<file path="src/rtl/alu_vector_sequencer.sv">
// Automatic test sequencer for the 16-bit ALU: sweeps a fixed operand table against every
// opcode and folds result+flags into a signature. Optional pause/step: SEQ_SINGLE_STEP_EN.
module alu_vector_sequencer #(
  parameter int unsigned NUM_VEC = 10,
  parameter int unsigned NUM_OPS = 16,
  parameter int unsigned SETTLE  = 2
) (
  input  logic        clk,
  input  logic        reset_n,
  input  logic        start,
  input  logic        step_mode,
  input  logic        step,
  input  logic [15:0] alu_result,
  input  logic [4:0]  alu_flags,
  output logic [15:0] a,
  output logic [15:0] b,
  output logic [3:0]  op,
  output logic [3:0]  vec_idx,
  output logic        capture,
  output logic [15:0] signature,
  output logic        busy,
  output logic        done
);

  typedef enum logic [2:0] {
    StIdle, StDrive, StSettle, StCapture, StPause, StNext, StDone
  } state_e;

  state_e      state_q, state_d;
  logic [15:0] a_q, a_d, b_q, b_d, sig_q, sig_d;
  logic [3:0]  op_q, op_d, op_cnt_q, op_cnt_d, idx_q, idx_d, cnt_q, cnt_d;
  logic        capture_q, capture_d, busy_q, busy_d, done_q, done_d;
  logic        start_q, start_edge;
  logic [31:0] tbl_entry;

  // {a, b} operand pairs
  function automatic logic [31:0] vec_table(input logic [3:0] idx);
    logic [31:0] e;
    case (idx)
      4'd0:    e = {16'hFD00, 16'h7D00};
      4'd1:    e = {16'h7FFF, 16'hFFFF};
      4'd2:    e = {16'h8000, 16'h0001};
      4'd3:    e = {16'h7D00, 16'hFD00};
      4'd4:    e = {16'h0000, 16'h0001};
      4'd5:    e = {16'h0001, 16'h7FFF};
      4'd6:    e = {16'hFFFF, 16'h0000};
      4'd7:    e = {16'h0000, 16'hFFFF};
      4'd8:    e = {16'hFFFF, 16'hFFFF};
      4'd9:    e = {16'h7FFF, 16'h0001};
      default: e = 32'h0;
    endcase
    return e;
  endfunction

  assign start_edge = start & ~start_q;

`ifdef SEQ_SINGLE_STEP_EN
  logic step_q;

  always_ff @(posedge clk or negedge reset_n) begin
    if (!reset_n) begin
      step_q <= 1'b0;
    end else begin
      step_q <= step;
    end
  end
`else
  logic unused_step;
  assign unused_step = step ^ step_mode;
`endif

  always_comb begin
    state_d   = state_q;
    a_d       = a_q;
    b_d       = b_q;
    op_d      = op_q;
    op_cnt_d  = op_cnt_q;
    idx_d     = idx_q;
    cnt_d     = cnt_q;
    sig_d     = sig_q;
    tbl_entry = vec_table(idx_q);

    case (state_q)
      StIdle, StDone: begin
        if (start_edge) begin
          idx_d    = 4'd0;
          op_cnt_d = 4'd0;
          sig_d    = 16'h0;
          state_d  = StDrive;
        end
      end
      StDrive: begin
        a_d     = tbl_entry[31:16];
        b_d     = tbl_entry[15:0];
        op_d    = op_cnt_q;
        cnt_d   = 4'(SETTLE - 1);
        state_d = StSettle;
      end
      StSettle: begin
        if (cnt_q == 4'd0) begin
          state_d = StCapture;
        end else begin
          cnt_d = cnt_q - 4'd1;
        end
      end
      StCapture: begin
        sig_d = {sig_q[14:0], sig_q[15]} ^ alu_result ^ {11'b0, alu_flags};
`ifdef SEQ_SINGLE_STEP_EN
        state_d = step_mode ? StPause : StNext;
`else
        state_d = StNext;
`endif
      end
`ifdef SEQ_SINGLE_STEP_EN
      StPause: begin
        // Clearing step_mode releases the pause just like a step edge
        if ((step & ~step_q) || !step_mode) begin
          state_d = StNext;
        end
      end
`endif
      StNext: begin
        if (32'(op_cnt_q) < NUM_OPS - 1) begin
          op_cnt_d = op_cnt_q + 4'd1;
          state_d  = StDrive;
        end else begin
          op_cnt_d = 4'd0;
          if (32'(idx_q) == NUM_VEC - 1) begin
            state_d = StDone;
          end else begin
            idx_d   = idx_q + 4'd1;
            state_d = StDrive;
          end
        end
      end
      default: state_d = StIdle;
    endcase

    capture_d = (state_d == StCapture);
    busy_d    = (state_d inside {StDrive, StSettle, StCapture, StPause, StNext});
    done_d    = (state_d == StDone);
  end

  always_ff @(posedge clk or negedge reset_n) begin
    if (!reset_n) begin
      state_q   <= StIdle;
      a_q       <= 16'h0;
      b_q       <= 16'h0;
      op_q      <= 4'd0;
      op_cnt_q  <= 4'd0;
      idx_q     <= 4'd0;
      cnt_q     <= 4'd0;
      sig_q     <= 16'h0;
      capture_q <= 1'b0;
      busy_q    <= 1'b0;
      done_q    <= 1'b0;
      start_q   <= 1'b0;
    end else begin
      state_q   <= state_d;
      a_q       <= a_d;
      b_q       <= b_d;
      op_q      <= op_d;
      op_cnt_q  <= op_cnt_d;
      idx_q     <= idx_d;
      cnt_q     <= cnt_d;
      sig_q     <= sig_d;
      capture_q <= capture_d;
      busy_q    <= busy_d;
      done_q    <= done_d;
      start_q   <= start;
    end
  end

  assign a         = a_q;
  assign b         = b_q;
  assign op        = op_q;
  assign vec_idx   = idx_q;
  assign capture   = capture_q;
  assign signature = sig_q;
  assign busy      = busy_q;
  assign done      = done_q;

endmodule

</file>
<file path="config.mk">
export PLATFORM = sky130hd
export DESIGN_NAME = alu_vector_sequencer
export DESIGN_NICKNAME = d
export VERILOG_FILES = /design/src/rtl/alu_vector_sequencer.sv
export SDC_FILE = /design/constraint.sdc
export NUM_CORES = 1
export LEC_CHECK = 0
export ABC_AREA = 1
export CORE_ASPECT_RATIO = 0.7
export CORE_MARGIN = 2
export CORE_UTILIZATION = 41
export CTS_CLUSTER_SIZE = 24
export DETAILED_ROUTE_END_ITERATION = 16
export PLACE_DENSITY = 0.76
export SLEW_MARGIN = 20
export SYNTH_ARGS = -nofsm -noshare
export SYNTH_HDL_FRONTEND = slang
export SYNTH_SLANG_ARGS = --single-unit
</file>
<file path="constraint.sdc">
create_clock -name clk -period 1.4 [get_ports clk]
set_input_delay 0.14 -clock clk [delete_from_list [all_inputs] [get_ports clk]]
set_output_delay 0.14 -clock clk [all_outputs]
set_load 0.01 [all_outputs]
</file>
==> results.cfg, run 1 <==
[timing]
slew_violations = 0
slew_headroom_pct = 79.2
setup-violations-final = 0
worst_clock_skew_ns = 0.00956
min_period_over_period_pct = 97.4
worst_slew_pin_slew_ns = 0.311
timing.fmax_ghz = 0.733
hold_violations = 0
setup_tns_ns = 0
period_minus_slack_ns = 1.36
rsz0062_at_grt = true

[routing]
firstDrtPassIters = 4
wl_per_cell_um = 13.0
drt-total-wl_um = 5950
ant_nets = 0
drc = 0
via_per_inst = 4.81
via_count = 2209
drt_iter0_markers = 76

[final_layout]
syn2layout_area_growth_pct = 48.5
fillCellCount = 486
layout-drive-gt1-share_pct = 22.4
design_area_mm2 = 0.00378
diodes = 0
multi_input_area_mm2 = 0.00119
nets = 417
ff_latch_area_mm2 = 0.00118

[power]
vdd_drop_max_uv = 916
p_per_area_mw_per_mm2 = 1920
p_seq_share_pct = 31.4
swShare_pct = 39.0
combPwrFrac_pct = 54.3
clockPowerShare_pct = 14.3
p_sw_uw = 2830
power.internal_uw = 4430
p_leak_uw = 0.00189

[logic_synthesis]
synth_top_family_by_area = simple AND/OR/NAND/NOR gates
yosys.area_share.xor_xnor_pct = 4.82
avgSynthCellArea_um2 = 8.63
yosys.area.top_type = dfrtp_1
synth_fa_ha_area_share_pct = 3.93
seq_area_frac_synth_pct = 46.2
yosys.area.top_type_share_pct = 46.2
synth-edff-count = 0
synth_cell_types = 27
synth-seq-cells = 47
synth.area.top_cells = dfrtp_1 (46%), buf_4 (7.1%), nand2_1 (6.5%), nand3_1 (5.1%), inv_1 (5.0%)
synthSimpleGateAreaFrac_pct = 18.1
synth_nets = 329
synth-async-reset-ratio_pct = 100
yosysWarnings = 0
synth_area_mm2 = 0.00255
synth_ff_type = dfrtp_1
postSynthCellCount = 295
muxShareOfSynthArea_pct = 0
synth_compound_area_share_pct = 13.1

[clocking]
cts.htree.levels = 2
clkSlewWorstSetupHoldPaths_ns = 0.09
clock_latency_ns = 0.31
cts_tree = done
cts_buffers = 5
cts-root-buf = clkbuf_8
clock_sinks = 47
clock_path_buffers = 2

[setup_path]
crit_fanout = 3
critPathRequiredTime_ns = 1.60
critical_path_class = reg2reg
crit_arrival_ns = 1.57
cp-start-kind = flop
setup.worst_path.end_class = flop

[floorplanning]
core_mm2 = 0.00587
rows = 23
die_h_um = 69.9
start_util_pct = 43.4
io_pins = 85
dieArea_mm2 = 0.00687
die_w_um = 98.2

[placement]
portBuffers = 82
dp_hpwl_um = 4000
gp_congestion = 0.920
postPlaceCellArea_mm2 = 0.00338

[grt]
grt_antenna_before_repair = 0
grt_max_degree = 48
globalRouteOverflowTotal = 0
grt_pass1_vias = 2170
grt_first_pass_wirelength_um = 9970
track_usage_pct = 17.8

[worst_hold_path]
hold_class = in2reg

[run]
max-cap-violations = 0

[run_status]
status = finished, final reports clean
area by class of cell:
cell class | instances | share of cell area (%)
Inverter | 38 | 3.87
Tap cell | 75 | 2.48
Sequential cell | 47 | 31.3
Clock inverter | 2 | 0.927
Clock buffer | 6 | 2.18
Timing Repair Buffer | 111 | 27.6
Multi-Input combinational cell | 180 | 31.6
metrics by stage:
step / cells / util, % / power (uW) / setup WS [ns] / hold slack (ns)
after floorplan: 295 / - / 4540 / 0.0260 / -0.156
after CTS: 455 / 60.8 / 7040 / 0.000765 / 0.291
after detailed placement: 437 / 57.7 / 6070 / -0.0760 / 0.147
after global routing: 459 / 64.4 / 7840 / -0.0645 / 0.309
after global placement: 437 / 57.7 / 6000 / -0.0328 / 0.144
final: 459 / 64.4 / 7260 / 0.0366 / 0.300
final timing paths:
kind	from	to	slack [ns]	cells past startpoint
worst max-delay path	vec_idx[1]$_DFFE_PN0P_	busy$_DFF_PN0_	0.04	9
worst min-delay path	start	start_q$_DFF_PN0_	0.30	1
worst max register to register	vec_idx[1]$_DFFE_PN0P_	busy$_DFF_PN0_	0.04	9
worst min register to register	a[15]$_DFFE_PN0P_	a[15]$_DFFE_PN0P_	0.49	2
max in group asynchronous	reset_n	a[14]$_DFFE_PN0P_	0.83	3
min in group asynchronous	reset_n	start_q$_DFF_PN0_	0.34	3
per-layer routing:
| metal | vias to the layer above | track usage [%] | share of wire [%] | wire, um |
|---|---|---|---|---|
| met4 | 0 | 5.48 | 1.2 | 70 |
| met1 | 1040 | 23.1 | 45 | 2700 |
| met2 | 49 | 29.9 | 49 | 2900 |
| met5 | - | 0 | 0 | 0 |
| met3 | 7 | 3.70 | 4.6 | 274 |
| li1 | 1113 | - | - | - |
placed cells by master, fill, tap and decap left out, types with 4 or more instances in the layout:
cell,n
a21oi_1,4
a2bb2oi_1,6
buf_4,23
clkbuf_8,6
clkdlybuf4s50_1,36
dfrtp_1,41
dfrtp_2,6
dlygate4sd2_1,35
dlymetal6s2s_1,9
inv_1,28
inv_2,9
nand2_1,42
nand3_1,20
nand3_2,4
nand3_4,4
nor2_1,15
nor2_2,6
o21ai_0,16
o21ai_1,10
o31ai_1,9
xnor2_1,7
xor2_1,7
synthesized netlist by cell type, drive strengths merged, types with 7 or more instances:
| cell | count |
|---|---|
| dfrtp | 47 |
| nand2 | 47 |
| inv | 38 |
| buf | 30 |
| nand3 | 28 |
| o21ai | 27 |
| nor2 | 23 |
| o31ai | 10 |
| ha | 8 |
| a2bb2oi | 7 |
| xnor2 | 7 |
| xor2 | 7 |
repair_timing:
action | 4_1_cts | 5_1_grt
setup buffers | 9 | 4
setup endpoints to repair | 52 | 43
hold endpoints to repair | 47 | 0
hold buffers | 1 | 0
pin swaps | 1 | 10
resized for setup | 47 | 53
flip-flops by register name (all words and copies together) (netlist names):
name       flops
a              4
b              4
busy           1
capture        1
cnt_q          4
done           1
op             4
op_cnt_q       4
signature     16
start_q        1
state_q        3
vec_idx        4
power by group through the flow:
| stage | registers, uW | logic (uW) | clock network, uW |
|---|---|---|---|
| 6_report | 2280 | 3950 | 1040 |
| 5_1_grt | 2370 | 4350 | 1120 |
| 4_1_cts | 2260 | 3720 | 1070 |
| 3_5_place_dp | 2320 | 3750 | 0 |
| 3_3_place_gp | 2300 | 3700 | 0 |
| 2_1_floorplan | 2470 | 2070 | 0 |
kinds of logic after synthesis:
kind of cell             count (synthesis)
AND/OR/NAND/NOR                        104
buffers and inverters                   68
AO/OA/AOI/OAI                           54
flip-flops                              47
XOR/XNOR                                14
adder cells (fa/ha/maj)                  8
worst max-delay path, cell delays in order (launching register included):
cell and delay, ns:
dfrtp_2 0.41, inv_2 0.08, ha_4 0.16, nand3_4 0.11, nor2_4 0.14, nand2_2 0.09, nand3_2 0.08, nand2_1 0.08
nand2_1 0.07, inv_1 0.03
Note: power is estimated with default switching activity, not from simulation.
==> run 2: changes to the inputs <==
Settings changed: SETUP_SLACK_MARGIN set to 0.1, TNS_END_PERCENT set to 100.
==> results.cfg, run 2 (synthesis gave the netlist of run 1 again) <==
[run_status]
status = finished, final reports clean

[final_layout]
fillCellCount = 495
multi_input_area_mm2 = 0.00129
largest_register_ffs = 16
syn2layout_area_growth_pct = 54.8
final_common_cell = dlygate4sd2_1
stdcell_count = 471
layout-drive-gt1-share_pct = 30.3
final_cell_mix = dlygate4sd2_1 (50), dfrtp_1 (41), nand2_1 (34), buf_4 (32), inv_1 (24)
ff_latch_area_mm2 = 0.00118
diodes = 0
nets = 430
fin_util_pct = 67.1

[timing]
hold_violations = 0
min_period_over_period_pct = 99.7
setup-violations-final = 0
worst_slack_ns = 0.00454
worst_slew_pin_slew_ns = 0.255
setup_tns_ns = 0
timing.fmax_ghz = 0.717
worst_clock_skew_ns = 0.0107
slew_headroom_pct = 83.0
rsz0062_at_grt = true
period_minus_slack_ns = 1.40
slew_violations = 0

[run]
max-cap-violations = 0

[clocking]
clock_path_buffers = 2
cts-root-buf = clkbuf_8
clock_sinks = 47
cts.htree.levels = 2
cts_tree = done
clkSlewWorstSetupHoldPaths_ns = 0.09
clock_latency_ns = 0.30
cts_buffers = 5

[grt]
grt_max_degree = 48
track_usage_pct = 17.7
grt_pass1_vias = 2155
grt_first_pass_wirelength_um = 9960
globalRouteOverflowTotal = 0
grt_antenna_before_repair = 0

[setup_path]
critical_path_class = reg2reg
rrSetupSlack_ns = 0.005
crit_arrival_ns = 1.59
cp-start-kind = flop
crit_fanout = 4
critPathRequiredTime_ns = 1.60
setup.worst_path.end_class = flop

[floorplanning]
start_util_pct = 43.4
rows = 23
io_pins = 85
core_mm2 = 0.00587
die_h_um = 69.9
dieArea_mm2 = 0.00687
die_w_um = 98.2

[placement]
dp.cells = 439
portBuffers = 82
post-place-ws_ns = -0.0668
dp_hpwl_um = 4120
gp_congestion = 0.889

[power]
p_per_area_mw_per_mm2 = 1880
p_total_uw = 7410
vdd_drop_max_uv = 853
p_leak_uw = 0.00197

[routing]
drt-total-wl_um = 6620
ant_nets = 0
via_count = 2315
via_per_inst = 4.92
drt_iter0_markers = 85
wl_per_cell_um = 14.1
firstDrtPassIters = 4
drc = 0

[worst_hold_path]
hold_class = in2reg
## run 2: area by class of cell
cell class	count	share of cell area [%]
flip-flops and latches	47	30.0
repair buffers	124	29.0
well taps	75	2.38
multi-input cells	180	32.8
inverters	38	3.87
clock buffers	7	1.94
## run 2: where the power goes
group / total, uW / switching [uW] / internal [uW]
Sequential: 2300 / 415 / 1880
Combinational: 4330 / 2200 / 2120
Clock: 791 / 445 / 345
Total: 7410 / 3060 / 4350
## run 2: metal layers
metal / track usage (%) / up-vias / part of all wire, %
met5: 0 / - / 0
met2: 27.7 / 80 / 48
met1: 24.2 / 1081 / 43
met4: 4.41 / 0 / 1.2
li1: - / 1145 / -
met3: 5.51 / 9 / 7.2
## run 2: final timing paths
kind	startpoint	to	depth (start not counted)
max reg2reg	vec_idx[1]$_DFFE_PN0P_	busy$_DFF_PN0_	9
max in group asynchronous	reset_n	state_q[2]$_DFF_PN0_	3
max	vec_idx[1]$_DFFE_PN0P_	busy$_DFF_PN0_	9
min in group asynchronous	reset_n	vec_idx[2]$_DFFE_PN0P_	3
min reg2reg	a[15]$_DFFE_PN0P_	a[15]$_DFFE_PN0P_	2
min	start	start_q$_DFF_PN0_	1
## run 2: repair_timing
item / 4_1_cts / 5_1_grt
hold buffers: 1 / 0
gates cloned: 0 / 3
pin swaps: 7 / 9
hold endpoints to repair: 47 / 0
buffers inserted: 13 / 8
endpoints found under the setup margin: 69 / 52
gates resized for setup: 91 / 63
## run 2: metrics by stage
step / instance area, um^2 / hold WS (ns)
3_5_place_dp: 3420 / 0.142
5_1_grt: 3940 / 0.318
6_report: 3940 / 0.312
3_3_place_gp: 3420 / 0.140
2_1_floorplan: 2570 / -0.156
4_1_cts: 3630 / 0.308
## run 2: worst max-delay path, cell delays in order (launching register included)
cell and delay, ns:
dfrtp_2 0.44, inv_4 0.08, ha_4 0.14, nand3_4 0.09, nor2_4 0.18, nand2_4 0.09
nand3_2 0.09, nand2_4 0.07, nand2_2 0.07, inv_2 0.03
==> run 3: changes to the inputs <==
Settings changed: TNS_END_PERCENT 100 to 5.
==> results.cfg, run 3 (synthesis gave the netlist of run 1 again) <==
[run_status]
status = finished, final reports clean

[placement]
dp.cells = 436
portBuffers = 82
gp_congestion = 0.844
post-place-ws_ns = -0.00926
postPlaceCellArea_mm2 = 0.00340
dp_hpwl_um = 4120

[timing]
period_minus_slack_ns = 1.37
setup-violations-final = 0
worst_slew_pin_slew_ns = 0.291
worst_slack_ns = 0.0278
worst_clock_skew_ns = 0.00751
hold_violations = 0
min_period_over_period_pct = 98.0
rsz0062_at_grt = true
slew_violations = 0
setup_tns_ns = 0
slew_headroom_pct = 80.5
timing.fmax_ghz = 0.729

[routing]
wl_per_cell_um = 12.9
via_per_inst = 4.88
drt-total-wl_um = 5760
drt_iter0_markers = 93
via_count = 2176
ant_nets = 0
drc = 0
firstDrtPassIters = 4

[final_layout]
design_area_mm2 = 0.00358
stdcell_count = 446
largest_register_ffs = 16
diodes = 0
ff_latch_area_mm2 = 0.00118
syn2layout_area_growth_pct = 40.4
final_cell_mix = dlygate4sd2_1 (54), nand2_1 (42), dfrtp_1 (40), inv_1 (29), nand3_1 (23)
final_common_cell = dlygate4sd2_1
layout-drive-gt1-share_pct = 17.5
nets = 404
multi_input_area_mm2 = 0.00113
fillCellCount = 545

[power]
p_per_area_mw_per_mm2 = 1890
vdd_drop_max_uv = 720
p_leak_uw = 0.00181

[setup_path]
crit_fanout = 5
crit_arrival_ns = 1.55
critical_path_class = reg2reg
cp-start-kind = flop
setup.worst_path.end_class = flop
critPathRequiredTime_ns = 1.58

[floorplanning]
core_mm2 = 0.00587
die_w_um = 98.2
io_pins = 85
rows = 23
dieArea_mm2 = 0.00687
die_h_um = 69.9
start_util_pct = 43.4

[clocking]
cts_buffers = 5
cts-root-buf = clkbuf_8
cts_tree = done
clock_latency_ns = 0.30
cts.htree.levels = 2
clock_path_buffers = 2
clock_sinks = 47
clkSlewWorstSetupHoldPaths_ns = 0.08

[grt]
track_usage_pct = 16.9
grt_first_pass_wirelength_um = 9510
grt_pass1_vias = 2144
grt_antenna_before_repair = 0
globalRouteOverflowTotal = 0
grt_max_degree = 48

[worst_hold_path]
hold_class = in2reg

[run]
max-cap-violations = 0
[run 3: changes by cell type in the layout (fill, tap and decap cells not counted), sizes merged]
cell           delta
buf              -24
bufinv            +1
clkbuf            -4
clkdlybuf4s15     -5
dlygate4sd2       +4
dlymetal6s2s      +3
[run 3: path summary, 6_finish.rpt]
check,startpoint,endpoint,slack [ns],depth (start not counted)
worst max-delay path,vec_idx[0]$_DFFE_PN0P_,vec_idx[2]$_DFFE_PN0P_,0.03,5
worst min-delay path,start,start_q$_DFF_PN0_,0.32,1
worst max register to register,vec_idx[0]$_DFFE_PN0P_,vec_idx[2]$_DFFE_PN0P_,0.03,5
worst min register to register,a[15]$_DFFE_PN0P_,a[15]$_DFFE_PN0P_,0.49,2
max in group asynchronous,reset_n,vec_idx[1]$_DFFE_PN0P_,0.82,3
min in group asynchronous,reset_n,op[3]$_DFFE_PN0P_,0.34,3
[run 3: metrics by stage]
stage	power, uW	hold WS (ns)	utilization (%)
final	6780	0.315	60.9
after CTS	6690	0.307	59.1
after global routing	7360	0.310	60.9
after floorplan	4540	-0.156	-
after detailed placement	6120	0.142	57.8
after global placement	6000	0.141	57.8
[run 3: per-layer routing]
layer / share of wire [%] / GRT usage, %
met5: 0 / 0
met2: 46 / 27.6
met3: 8.4 / 5.91
met1: 45 / 21.3
met4: 0.85 / 4.72
[run 3: timing repair]
item | CTS | global route
setup buffers | 1 | 0
endpoints found under the setup margin | 67 | 45
endpoints found under the hold margin | 47 | 0
hold buffers | 1 | 0
cloned | 0 | 0
pin swaps | 1 | 4
resized for setup | 66 | 29
[run 3: worst max-delay path: stages (launching register included)]
cell and delay (ns):
dfrtp_2 0.47, buf_4 0.16, ha_1 0.19, or2_2 0.27, nand3_1 0.09, o21ai_1 0.08
[run 3: power breakdown]
part	internal (uW)	switching, uW	total, uW	leakage [uW]
logic	1650	1840	3490	0.00116
registers	1880	436	2310	0.000594
clock network	534	432	967	0.0000524
total	4070	2710	6780	0.00181
[run 3: cell type report]
cell class	instances	area share, %
Timing Repair Buffer	98	25.7
Tap cell	75	2.62
Multi-Input combinational cell	180	31.5
Clock buffer	7	2.13
Sequential cell	47	33.1
Inverter	38	4.06
Clock inverter	1	0.840
